--- src/rtl/uart_tx_control_unit.sv ---
// Transmit sequencing FSM: times each bit to the latched prescale, steers the line mux
// through start/data/parity/stop, and tells the serializer when to load and shift.
module uart_tx_control_unit #(
    parameter int DATA_WIDTH = 8
) (
    input  logic                          UCLK,
    input  logic                          reset,
    input  logic                          data_valid,
    input  logic                          parity_en,
    input  logic [5:0]                    prescale,
    output logic                          data_load,
    output logic                          serializer_enable,
    output logic [$clog2(DATA_WIDTH)-1:0] data_index,
    output logic [1:0]                    mux_select,
    output logic                          busy,
    output logic                          tx_done
);
    localparam int IW = $clog2(DATA_WIDTH);

    typedef enum logic [2:0] {IDLE, START, DATA, PARITY, STOP} state_t;

    state_t          state_reg, state_next;
    logic [5:0]      cnt_reg, cnt_next;
    logic [5:0]      pre_reg, pre_next;
    logic [5:0]      p_last;
    logic [IW-1:0]   idx_reg, idx_next;
    logic            par_reg, par_next;
    logic            tx_done_reg;
    logic            bit_end;
    logic            accept;
    logic            load;

    // Prescale values below 2 would leave no room for a distinct bit-end cycle.
    always_comb begin
        if (pre_reg < 6'd2) p_last = 6'd1;
        else                p_last = pre_reg - 6'd1;
    end

    assign bit_end = (cnt_reg == p_last);
    assign accept  = (state_reg == IDLE) || ((state_reg == STOP) && bit_end);
    assign load    = accept && data_valid && !reset;

    always_comb begin
        state_next = state_reg;
        cnt_next   = cnt_reg;
        idx_next   = idx_reg;
        pre_next   = pre_reg;
        par_next   = par_reg;
        if (state_reg != IDLE) begin
            cnt_next = bit_end ? 6'd0 : cnt_reg + 6'd1;
        end
        case (state_reg)
            START: begin
                if (bit_end) begin
                    state_next = DATA;
                    idx_next   = '0;
                end
            end
            DATA: begin
                if (bit_end) begin
                    if (idx_reg == IW'(DATA_WIDTH - 1)) begin
                        idx_next   = '0;
                        state_next = par_reg ? PARITY : STOP;
                    end else begin
                        idx_next = idx_reg + 1'b1;
                    end
                end
            end
            PARITY: begin
                if (bit_end) state_next = STOP;
            end
            STOP: begin
                if (bit_end) state_next = IDLE;
            end
            default: state_next = state_reg;
        endcase
        // A load in the last STOP cycle overrides the return to IDLE (back-to-back frames).
        if (load) begin
            state_next = START;
            cnt_next   = '0;
            idx_next   = '0;
            pre_next   = prescale;
            par_next   = parity_en;
        end
    end

    always_ff @(posedge UCLK or posedge reset) begin
        if (reset) begin
            state_reg   <= IDLE;
            cnt_reg     <= '0;
            idx_reg     <= '0;
            pre_reg     <= '0;
            par_reg     <= 1'b0;
            tx_done_reg <= 1'b0;
        end else begin
            state_reg   <= state_next;
            cnt_reg     <= cnt_next;
            idx_reg     <= idx_next;
            pre_reg     <= pre_next;
            par_reg     <= par_next;
            tx_done_reg <= (state_reg == STOP) && bit_end;
        end
    end

    always_comb begin
        case (state_reg)
            START:   mux_select = 2'b00;
            DATA:    mux_select = 2'b01;
            PARITY:  mux_select = 2'b10;
            default: mux_select = 2'b11;
        endcase
    end

    assign busy              = (state_reg != IDLE);
    assign serializer_enable = (state_reg == DATA) && bit_end;
    assign data_index        = idx_reg;
    assign data_load         = load;
    assign tx_done           = tx_done_reg;

endmodule

--- config.mk ---
export PLATFORM = sky130hd
export DESIGN_NAME = uart_tx_control_unit
export DESIGN_NICKNAME = d
export VERILOG_FILES = /design/src/rtl/uart_tx_control_unit.sv
export SDC_FILE = /design/constraint.sdc
export NUM_CORES = 1
export LEC_CHECK = 0
export CAP_MARGIN = 20
export CORE_MARGIN = 2
export CORE_UTILIZATION = 68
export DETAILED_ROUTE_END_ITERATION = 8
export DONT_BUFFER_PORTS = 1
export PLACE_DENSITY = 0.93
export SLEW_MARGIN = 40
export SYNTH_ARGS = -nofsm -noshare
export SYNTH_HDL_FRONTEND = slang
export SYNTH_SLANG_ARGS = --single-unit
--- constraint.sdc ---
create_clock -name UCLK -period 4.5 [get_ports UCLK]
set_clock_uncertainty 0.05 [all_clocks]
set_input_delay 0.225 -clock UCLK [delete_from_list [all_inputs] [get_ports UCLK]]
set_output_delay 0.225 -clock UCLK [all_outputs]
set_load 0.01 [all_outputs]
=== After elaboration in Yosys (flattened, before gate mapping) ===
Index checks and enable logic that the tools add are counted.
Widths: inputs -> output; s select.

* Word-level logic and storage cells: 51
* Bits in registers: 20
* Output and inout bits: 9

* Eq/ne operators: 11
* Mux-type cells: 17
* Magnitude comparators: 1
* Reduce and logical (&&, ||, !) cells: 13
* $add $sub $neg: 3

{| class="wikitable"
|+ Operator list
! operator !! number
|-
| $mux 3 || 10
|-
| $mux 6 || 4
|-
| $ne 3x3->1 const B || 5
|-
| $pmux 3 s4 || 1
|-
| $add 6x1->6 const B || 1
|-
| $eq 3x2->1 const B || 2
|-
| $eq 3x3->1 const B || 2
|-
| $eq 6x6->1 || 1
|-
| $lt 6x2->1 const B || 1
|-
| $pmux 2 s3 || 1
|-
| $pmux 3 s2 || 1
|-
| $reduce_and 6->1 || 1
|-
| $reduce_bool 3->1 || 2
|-
| $sub 6x1->6 const B || 1
|-
| $reduce_bool 5->1 || 1
|-
| $logic_and 1x1->1 || 4
|-
| $add 3x1->3 const B || 1
|-
| $eq 3x1->1 const B || 1
|-
| $logic_not 3->1 || 1
|-
| $reduce_and 3->1 || 1
|-
| $reduce_bool 2->1 || 1
|-
| $logic_not 1->1 || 1
|-
| $logic_or 1x1->1 || 1
|}

=== Longest topological paths before layout ===
Gate-level depths: netlist of the first run.

* Depth in word-level cells: 9
* Depth in mapped cells: 11

=== Least setup slack after synthesis of the first run ===
Ideal clock, no wire load.

* Path type: register to register
* Start point: reg pre_reg[2]
* End point: reg state_reg[1]
* Data arrival time: 2504 ps
* Path slack: 1811 ps
* Stages on the path, launching flop included: 10
* Path through: dfrtp_1 buf_4 or4_4 o21ai_0 xor2_1 or4_1 buf_4 buf_6 o41ai_2 o41ai_1

* Longest elaborated chain between the ends: 9

{| class="wikitable"
|+ Ends and longest elaborated chain
! item !! line !! RTL
|-
| from (decl) || 24 || <nowiki>logic [5:0] pre_reg, pre_next;</nowiki>
|-
| from (signal assigned) || 99 || <nowiki>pre_reg <= pre_next;</nowiki>
|-
| $sub 6x1->6 or $lt 6x2->1 (tied branches) || 36, 35 ||
|-
| $mux 6 (*) || 35 || <nowiki>if (pre_reg < 6'd2) p_last = 6'd1;</nowiki>
|-
| $eq 6x6->1 (*) || 39 || <nowiki>assign bit_end = (cnt_reg == p_last);</nowiki>
|-
| $logic_and 1x1->1 || 40 || <nowiki>assign accept = (state_reg == IDLE) || ((state_reg == STOP) && bit_end);</nowiki>
|-
| $logic_or 1x1->1 || 40 ||
|-
| $logic_and 1x1->1 (2 in a row) || 41 || <nowiki>assign load = accept && data_valid && !reset;</nowiki>
|-
| $ne 3x3->1 (no source line) or $reduce_bool 5->1 (tied branches) || - ||
|-
| $reduce_and 6->1 (no source line) || - ||
|-
| to (signal assigned) || 96 || <nowiki>state_reg <= state_next;</nowiki>
|-
| to (decl) || 22 || <nowiki>state_t state_reg, state_next;</nowiki>
|}

Every way passes the cells marked *; elsewhere a longest branch is shown, timed or not.
A chain may end at the register's enable or synchronous reset.

=== Worst setup path after layout of the first run ===
* Start point: reg pre_reg[2]
* End point: out data_load

* Longest elaborated chain between the ends: 7

{| class="wikitable"
|+ Ends and longest elaborated chain
! item !! line !! RTL
|-
| $sub 6x1->6 or $lt 6x2->1 (tied branches) || 36, 35 ||
|-
| $mux 6 (*) || 35 ||
|-
| $eq 6x6->1 (*) || 39 ||
|-
| $logic_and 1x1->1 (*) || 40 ||
|-
| $logic_or 1x1->1 (*) || 40 ||
|-
| $logic_and 1x1->1 (*) (2 in a row) || 41 ||
|-
| to (decl) || 11 || <nowiki>output logic data_load,</nowiki>
|}

Marks and branches as above.

==> results of run 1 <==
through the flow:
step / instance area [um^2] / utilization (%) / cells / worst slack (ps)
6_report: 1600 / 72.2 / 204 / 896
5_1_grt: 1600 / 72.2 / 204 / 798
4_1_cts: 1600 / 72.1 / 204 / 906
3_5_place_dp: 1530 / 69.3 / 199 / 1260
3_3_place_gp: 1530 / 69.2 / 199 / 1360
2_1_floorplan: 1590 / - / 188 / 1810
metal layers:
layer / track usage (%) / up-vias / share of wire (%)
met3: 3.14 / 2 / 4.5
met4: 9.83 / 0 / 0.34
li1: - / 674 / -
met1: 37.9 / 699 / 45
met2: 47.1 / 53 / 50
met5: 0 / - / 0
worst min-delay path, stage by stage:
cell     delay, ps
nand2_1         50
nand3_1         80
o21ai_0         90
power groups by stage:
stage               combinational (mW)  sequential (mW)  clock [mW]
finish                         0.00575            0.180       0.149
global route                   0.00679            0.180       0.156
CTS                            0.00588            0.180       0.149
detailed placement             0.00524            0.183           0
global placement               0.00508            0.183           0
floorplan                      0.00408            0.183           0
layout make-up:
cell class	instances	area, um^2
multi-input combinational	142	960
fill	168	616
timing repair buffer	2	17.5
inverter	8	30.0
clock inverter	1	30.0
clock buffer	3	22.5
tap	28	35.0
sequential	20	502
worst paths after layout:
kind | start | depth (start not counted) | endpoint
worst max register to register | pre_reg[2] | 6 | cnt_reg[1]
min in group asynchronous | reset | 2 | state_reg[1]
worst min register to register | cnt_reg[5] | 2 | cnt_reg[5]
max in group asynchronous | reset | 2 | state_reg[2]
worst max-delay path | pre_reg[2] | 6 | data_load
worst min-delay path | data_valid | 3 | cnt_reg[1]
layout by cell type, fill, tap and decap left out, types with 4 or more instances in the layout:
cell type / instances
nor2_1: 15
xor2_1: 4
ha_1: 4
a21oi_1: 9
nand2b_1: 5
nand2_1: 15
dfrtp_1: 19
a311o_1: 7
o221ai_1: 4
nand3b_1: 4
inv_1: 6
nand3_1: 14
o21ai_0: 10
nor3b_1: 5
nor3_1: 6
kinds of logic after synthesis:
family                   after synthesis  synth area share [%]
adder cells (fa/ha/maj)                4                  3.15
buffers and inverters                 26                  8.12
flip-flops                            20                  31.5
AO/OA/AOI/OAI                         55                  26.9
multiplexers                           3                  1.89
XOR/XNOR                               6                  3.31
AND/OR/NAND/NOR                       74                  25.1
==> metrics.txt, run 1 <==
Routability Congestion approximately 0.9; Synth-to-Final Area Change 0.552%; io pins 19; fin crit share 80.1%; Setup crit end kind primary output; syn nets 202; R2R Setup Slk 1310 ps; grt ovf 0; CTS tree yes; drt first pass iters 5; Hold Crit Class input pin to flop; DPL Wire Length 2490 um; Netlist cell types 47; width of the die 52.3 um; port buffer count 0; row count 17; Cell Pwr Density roughly 210 nW/um^2; cell taking the most area after synthesis dfrtp_1; VDD IR max 217 uV; layout cells sized above 1 8.52%; highest clock rate 277 MHz; hold_ws approximately 130 ps; # Post-CTS Setup Buffers 0; number of global-route vias before repair 1326; crit path DAT 3330 ps; Worst Path Required 4220 ps; top post-synthesis cells by area dfrtp_1 (32%), a311o_1 (4.4%), nand3_1 (4.4%); Worst-Skew Late Latency approximately 300 ps; worst-case clock buffer depth 2; sinks on the clock net 20; cell breakdown of the critical path or4_4 > o21ai_0 > xor2_1 > or4_2 > nand2b_1 > a21oi_1; max cap viols 0; DRT Wirelength 3530 um; CTS Hold Bufs 1; Clock Power Share 44.5%; post-route minimum period 3600 ps; final hold violation count 0; global-route wire length before repair approximately 6000 um; initial antenna violation count 0; Mean Syn Cell Area 8.45 um^2; Crit-path slowest cell or4_2; most frequent cell after synthesis dfrtp_1; headroom to the max-slew limit 60.2%; number of buffers created by CTS 3; Worst-Margin Slew roughly 600 ps; Critical Path Source Type flop; total number of vias 1428; Primary FF master, synth dfrtp_1; Setup TNS Final 0 ps; delay-heaviest family, CP simple AND/OR/NAND/NOR gates; area share of the largest cell type after synthesis 31.5%; Wirelength per Cell 17.3 um; Final Net Count between 150 and 200; Slew Viols, Final 0; Post-CTS Resized 0; Vias per Instance 7.00; Syn Inst Count 188; NetSw 0.0629 mW; Root Buffer clkbuf_4; Final setup viols 0; DRC 0; pin count of the biggest net entering global routing 39; switching portion of total power a little under a fifth; Comb power frac 1.7%; Die H between 50 and 60 um; crit-path max cell delay about 960 ps; run status completed; synth cell count leaders dfrtp_1 (20), nand2_1 (15), nor2_1 (15); Ant. Diodes 0; Initial DRC Count 53; Initial Util 71.8%; H-tree depth 1; RSZ-0062 raised after global routing false; die area 2740 um^2; Leak 0.627 nW; number of enable flip-flop cells after synthesis 0; Syn. warnings 0; Async SR Flop Fraction 100%; CP Class flop to primary output; critical-path maximum fanout 25; Pint 0.271 mW; Reg power frac 53.8%; FF+latch count, synth 20; Tot GR Track Use 28.2%; core box area roughly 2200 um^2; CP bufs+invs 0; sequential area share after synthesis 31.5%; Reg clk slew, reported paths 130 ps; post-route ant nets 0; synthesized cell area 1590 um^2; total chip power 0.334 mW
(Power assumes the default switching activity.)
==> inputs of run 2 (changes only) <==
--- a/config.mk
+++ b/config.mk
@@ -7,10 +7,10 @@
 export LEC_CHECK = 0
 export CAP_MARGIN = 20
 export CORE_MARGIN = 2
-export CORE_UTILIZATION = 68
+export CORE_UTILIZATION = 63
 export DETAILED_ROUTE_END_ITERATION = 8
 export DONT_BUFFER_PORTS = 1
-export PLACE_DENSITY = 0.93
+export PLACE_DENSITY = 0.88
 export SLEW_MARGIN = 40
 export SYNTH_ARGS = -nofsm -noshare
 export SYNTH_HDL_FRONTEND = slang
==> constraint.sdc (replaced) <==
create_clock -name UCLK -period 3.4 [get_ports UCLK]
set_clock_uncertainty 0.05 [all_clocks]
set_input_delay 0.17 -clock UCLK [delete_from_list [all_inputs] [get_ports UCLK]]
set_output_delay 0.17 -clock UCLK [all_outputs]
set_load 0.01 [all_outputs]
==> run 2 against run 1 <==
Effect of this change: power grew 32%; critical path depth is the same; first-iteration DRC count shrank 13%; worst setup slack lost 730 ps; critical path type unchanged; sequential power grew 32%; core utilization shrank 5.6 points; die area grew 7.3%; highest routed layer unchanged.
==> metrics.txt, run 2 (synthesis results as in run 1) <==
crit path DAT 3010 ps; worst reg2reg path endpoint pre_reg[0]; RSZ-0062 raised after global routing false; die area 2940 um^2; Cell Pwr Density 272 nW/um^2; run status completed; Final Non-Filler Cells between 200 and 250; Worst-Margin Slew 592 ps; total chip power 0.441 mW; delay-heaviest family, CP simple AND/OR/NAND/NOR gates; CTS Hold Bufs 1; Crit-path slowest cell or4_1; highest clock rate 309 MHz; placed cells between 200 and 250; setup ws final ~170 ps; CTS tree yes; crit path from pre_reg[2]; Worst-Skew Late Latency 310 ps; H-tree depth 1; post-route ant nets 0; headroom to the max-slew limit 60.4%; max cap viols 0; Hold Crit Class input pin to flop; hold-critical path depth 3; total number of vias between 1000 and 1500; fin util roughly two thirds; R2R cell count 6; critical-path maximum fanout 11; Post-CTS Resized 0; fin crit share 95.1%; R2R Setup Slk 470 ps; Synth-to-Final Area Change 1.97%; initial antenna violation count 0; Wirelength per Cell approximately 16 um; Final Net Count 194; Tot GR Track Use 25.3%; global-route wire length before repair 5440 um; CP Class flop to primary output; grt ovf 0; Vias per Instance 6.58; Initial Util 65.3%; post-route minimum period 3230 ps; Die H 54.2 um; # Post-CTS Setup Buffers 0; Worst Setup EP data_load; number of global-route vias before repair 1233; crit-path max cell delay ~730 ps; final hold violation count 0; VDD IR max 254 uV; Worst Path Required 3180 ps; Setup TNS Final 0 ps; Leak 0.644 nW; core box area 2430 um^2; layout cells sized above 1 8.38%; cell breakdown of the critical path or4_4 > o21ai_0 > xor2_1 > or4_1 > nand2b_1 > a21oi_1; Setup crit end kind primary output; io pins 19; number of buffers created by CTS 3; Slew Viols, Final 0; row count 18; Root Buffer clkbuf_4; Initial DRC Count 46; Reg clk slew, reported paths 120 ps; sinks on the clock net 20; DPL Wire Length between 2000 and 2500 um; RR Startpoint pre_reg[2]; pin count of the biggest net entering global routing 23; DRC 0; most frequent cells in the layout dfrtp_1 (20), nor2_1 (15), nand2_1 (15); fin area 1620 um^2; Routability Congestion 0.852; worst-case clock buffer depth 2; CP bufs+invs 0; Critical Path Source Type flop; Cell Area, Placed 1560 um^2; DRT Wirelength roughly 3300 um; hold_ws 51.6 ps; Final setup viols 0; width of the die around 54 um; pre-CTS setup slack a little over 500 ps; port buffer count 0; Crit path depth 6; Ant. Diodes 0; drt first pass iters 4; commonest non-fill, non-tap cell in the layout dfrtp_1
[run 2: report_power, final]
part           leakage [nW]  switching, mW  internal [mW]
sequential            0.223              0          0.238
clock                0.0279         0.0752          0.119
combinational         0.393        0.00561        0.00287
total                 0.644         0.0808          0.360
[run 2: final cells by class]
cell class              count  area [um^2]
fillers                   199          813
clock buffers               3         22.5
flip-flops and latches     20          500
well taps                  30         37.5
inverters                   8         30.0
repair buffers              5         40.0
multi-input cells         142          958
clock inverters             1         30.0
[run 2: worst min path at each step]
stage / start / to
6_report: data_valid / cnt_reg[1]
5_1_grt: prescale[5] / pre_reg[5]
4_1_cts: data_valid / cnt_reg[1]
3_5_place_dp: reset / tx_done
3_3_place_gp: reset / cnt_reg[4]
2_1_floorplan: reset / cnt_reg[0]
[run 2: worst min-delay path, cell delays in order]
cell	delay, ps
nand2_1	50
nand3_1	80
o21ai_0	70
[run 2: layer usage]
metal  share of wire (%)  vias to the layer above  global-route usage (%)
met5                   0                        -                       0
met4                0.93                        0                    7.92
met3                 4.4                        4                    4.17
met2                  48                       37                    39.4
met1                  47                      662                    35.5
li1                    -                      672                       -
==> inputs of run 3 (changes only) <==
--- a/config.mk
+++ b/config.mk
@@ -7,10 +7,11 @@
 export LEC_CHECK = 0
 export CAP_MARGIN = 20
 export CORE_MARGIN = 2
-export CORE_UTILIZATION = 63
+export CORE_UTILIZATION = 66
+export CTS_BUF_LIST = sky130_fd_sc_hd__clkbuf_4
 export DETAILED_ROUTE_END_ITERATION = 8
 export DONT_BUFFER_PORTS = 1
-export PLACE_DENSITY = 0.88
+export PLACE_DENSITY = 0.91
 export SLEW_MARGIN = 40
 export SYNTH_ARGS = -nofsm -noshare
 export SYNTH_HDL_FRONTEND = slang
==> run 3 against run 2 <==
Effect of this change: worst setup slack improved by 79 ps; flip-flop and latch count unchanged; sequential power about the same; clock-buffer cell count unchanged; register-to-register slack improved by 70 ps; global-route usage increased by 2.8 points; via count increased by 3.1%; die area decreased by 4.2%; final cell count decreased by 0.96%; critical path type unchanged; largest cell class unchanged.
==> metrics.txt, run 3 (synthesis results as in run 1) <==
run status completed; pre-CTS setup slack 412 ps; Reg clk slew, reported paths 120 ps; commonest non-fill, non-tap cell in the layout dfrtp_1; max cap viols 0; number of global-route vias before repair 1342; CP bufs+invs 0; DPL Wire Length 2400 um; most frequent cells in the layout dfrtp_1 (20), nor2_1 (15), nand2_1 (15); fin crit share 92.8%; Comb power frac under 10%; Vias per Instance 6.85; width of the die 53.1 um; R2R Setup Slk 540 ps; drt first pass iters 4; hold_ws roughly 64 ps; cell mode on critical path or4_4; Setup crit end kind primary output; Pint 0.360 mW; DRT Wirelength 3440 um; delay-heaviest family, CP simple AND/OR/NAND/NOR gates; Slew Viols, Final 0; setup ws final 244 ps; Tot GR Track Use approximately 28%; Worst Path Required 3180 ps; Setup TNS Final 0 ps; cell breakdown of the critical path or4_4 > o21ai_0 > xor2_1 > or4_4 > nand2b_1 > a21oi_1; core box area approximately 2200 um^2; RSZ-0062 raised after global routing false; final hold violation count 0; global-route wire length before repair slightly below 6000 um; initial antenna violation count 0; Hold Crit Class input pin to flop; Initial Util 71.1%; Ant. Diodes 0; worst-case clock buffer depth 2; Worst-Skew Late Latency slightly above 300 ps; number of buffers created by CTS 3; pin count of the biggest net entering global routing 38; H-tree depth 1; crit path DAT a little under 3000 ps; die area 2810 um^2; switching portion of total power 18.9%; grt ovf 0; Synth-to-Final Area Change 2.05%; layout cells sized above 1 8.94%; port buffer count 0; DRC 0; Crit-path slowest cell or4_4; Leak 0.646 nW; sinks on the clock net 20; post-route minimum period 3160 ps; # Post-CTS Setup Buffers 0; io pins 19; Root Buffer clkbuf_4; total number of vias around 1400; Critical Path Source Type flop; Worst-Margin Slew about 590 ps; Die H 53.1 um; Cell Pwr Density 274 nW/um^2; Initial DRC Count 63; crit-path max cell delay 660 ps; VDD IR max 309 uV; Clock Power Share 44.6%; critical-path maximum fanout 16; fin util 72.5%; CTS tree yes; Reg power frac 53.5%; post-route ant nets 0; headroom to the max-slew limit 60.7%; CP Class flop to primary output; Wirelength per Cell about 17 um; row count 17; Final Net Count 194; highest clock rate 317 MHz; total chip power 0.444 mW; Final setup viols 0; Routability Congestion between 0.8 and 0.9; NetSw 0.0841 mW
run 3: path summary, 6_finish.rpt:
kind	start	to	cells past startpoint
setup / recovery	pre_reg[2]	data_load	6
hold / removal	data_valid	cnt_reg[1]	3
setup reg to reg	pre_reg[2]	cnt_reg[1]	6
hold reg to reg	cnt_reg[0]	cnt_reg[0]	1
max in group asynchronous	reset	cnt_reg[1]	3
min in group asynchronous	reset	state_reg[2]	3
run 3: final cells by class:
type	count	area [um^2]
flip-flops and latches	20	500
well taps	28	35.0
repair buffers	5	40.0
fillers	152	613
inverters	8	30.0
clock buffers	3	22.5
clock inverters	1	30.0
multi-input cells	142	962
run 3: routing by layer:
layer	part of all wire (%)	track usage (%)
met5	0	0
met4	1.7	12.8
met3	6.8	4.24
met2	50	46.3
met1	42	36.2
run 3: power by group through the flow:
stage                     sequential, mW  clock, mW  combinational (mW)
after floorplan                    0.242          0             0.00539
after global placement             0.242          0             0.00780
after detailed placement           0.242          0             0.00791
after CTS                          0.238      0.202             0.00874
after global routing               0.238      0.212             0.00961
final                              0.238      0.198             0.00842
run 3: worst reg2reg max path, cell delays in order, from the launching register on:
cell and delay (ps):
dfrtp_1 490, or4_4 610, o21ai_0 230, xor2_1 110, or4_4 660, nor2_1 420, o21ai_0 180
run 3: timing repair:
action | CTS | global route
hold endpoints to repair | 20 | 0
setup endpoints to repair | 0 | 2
hold buffers | 1 | 0
resized for setup | 0 | 1
run 3: stage by stage:
stage          std cells  instance area [um^2]
2_1_floorplan        188                  1590
3_3_place_gp         202                  1550
4_1_cts              207                  1620
3_5_place_dp         202                  1550
5_1_grt              207                  1620
6_report             207                  1620
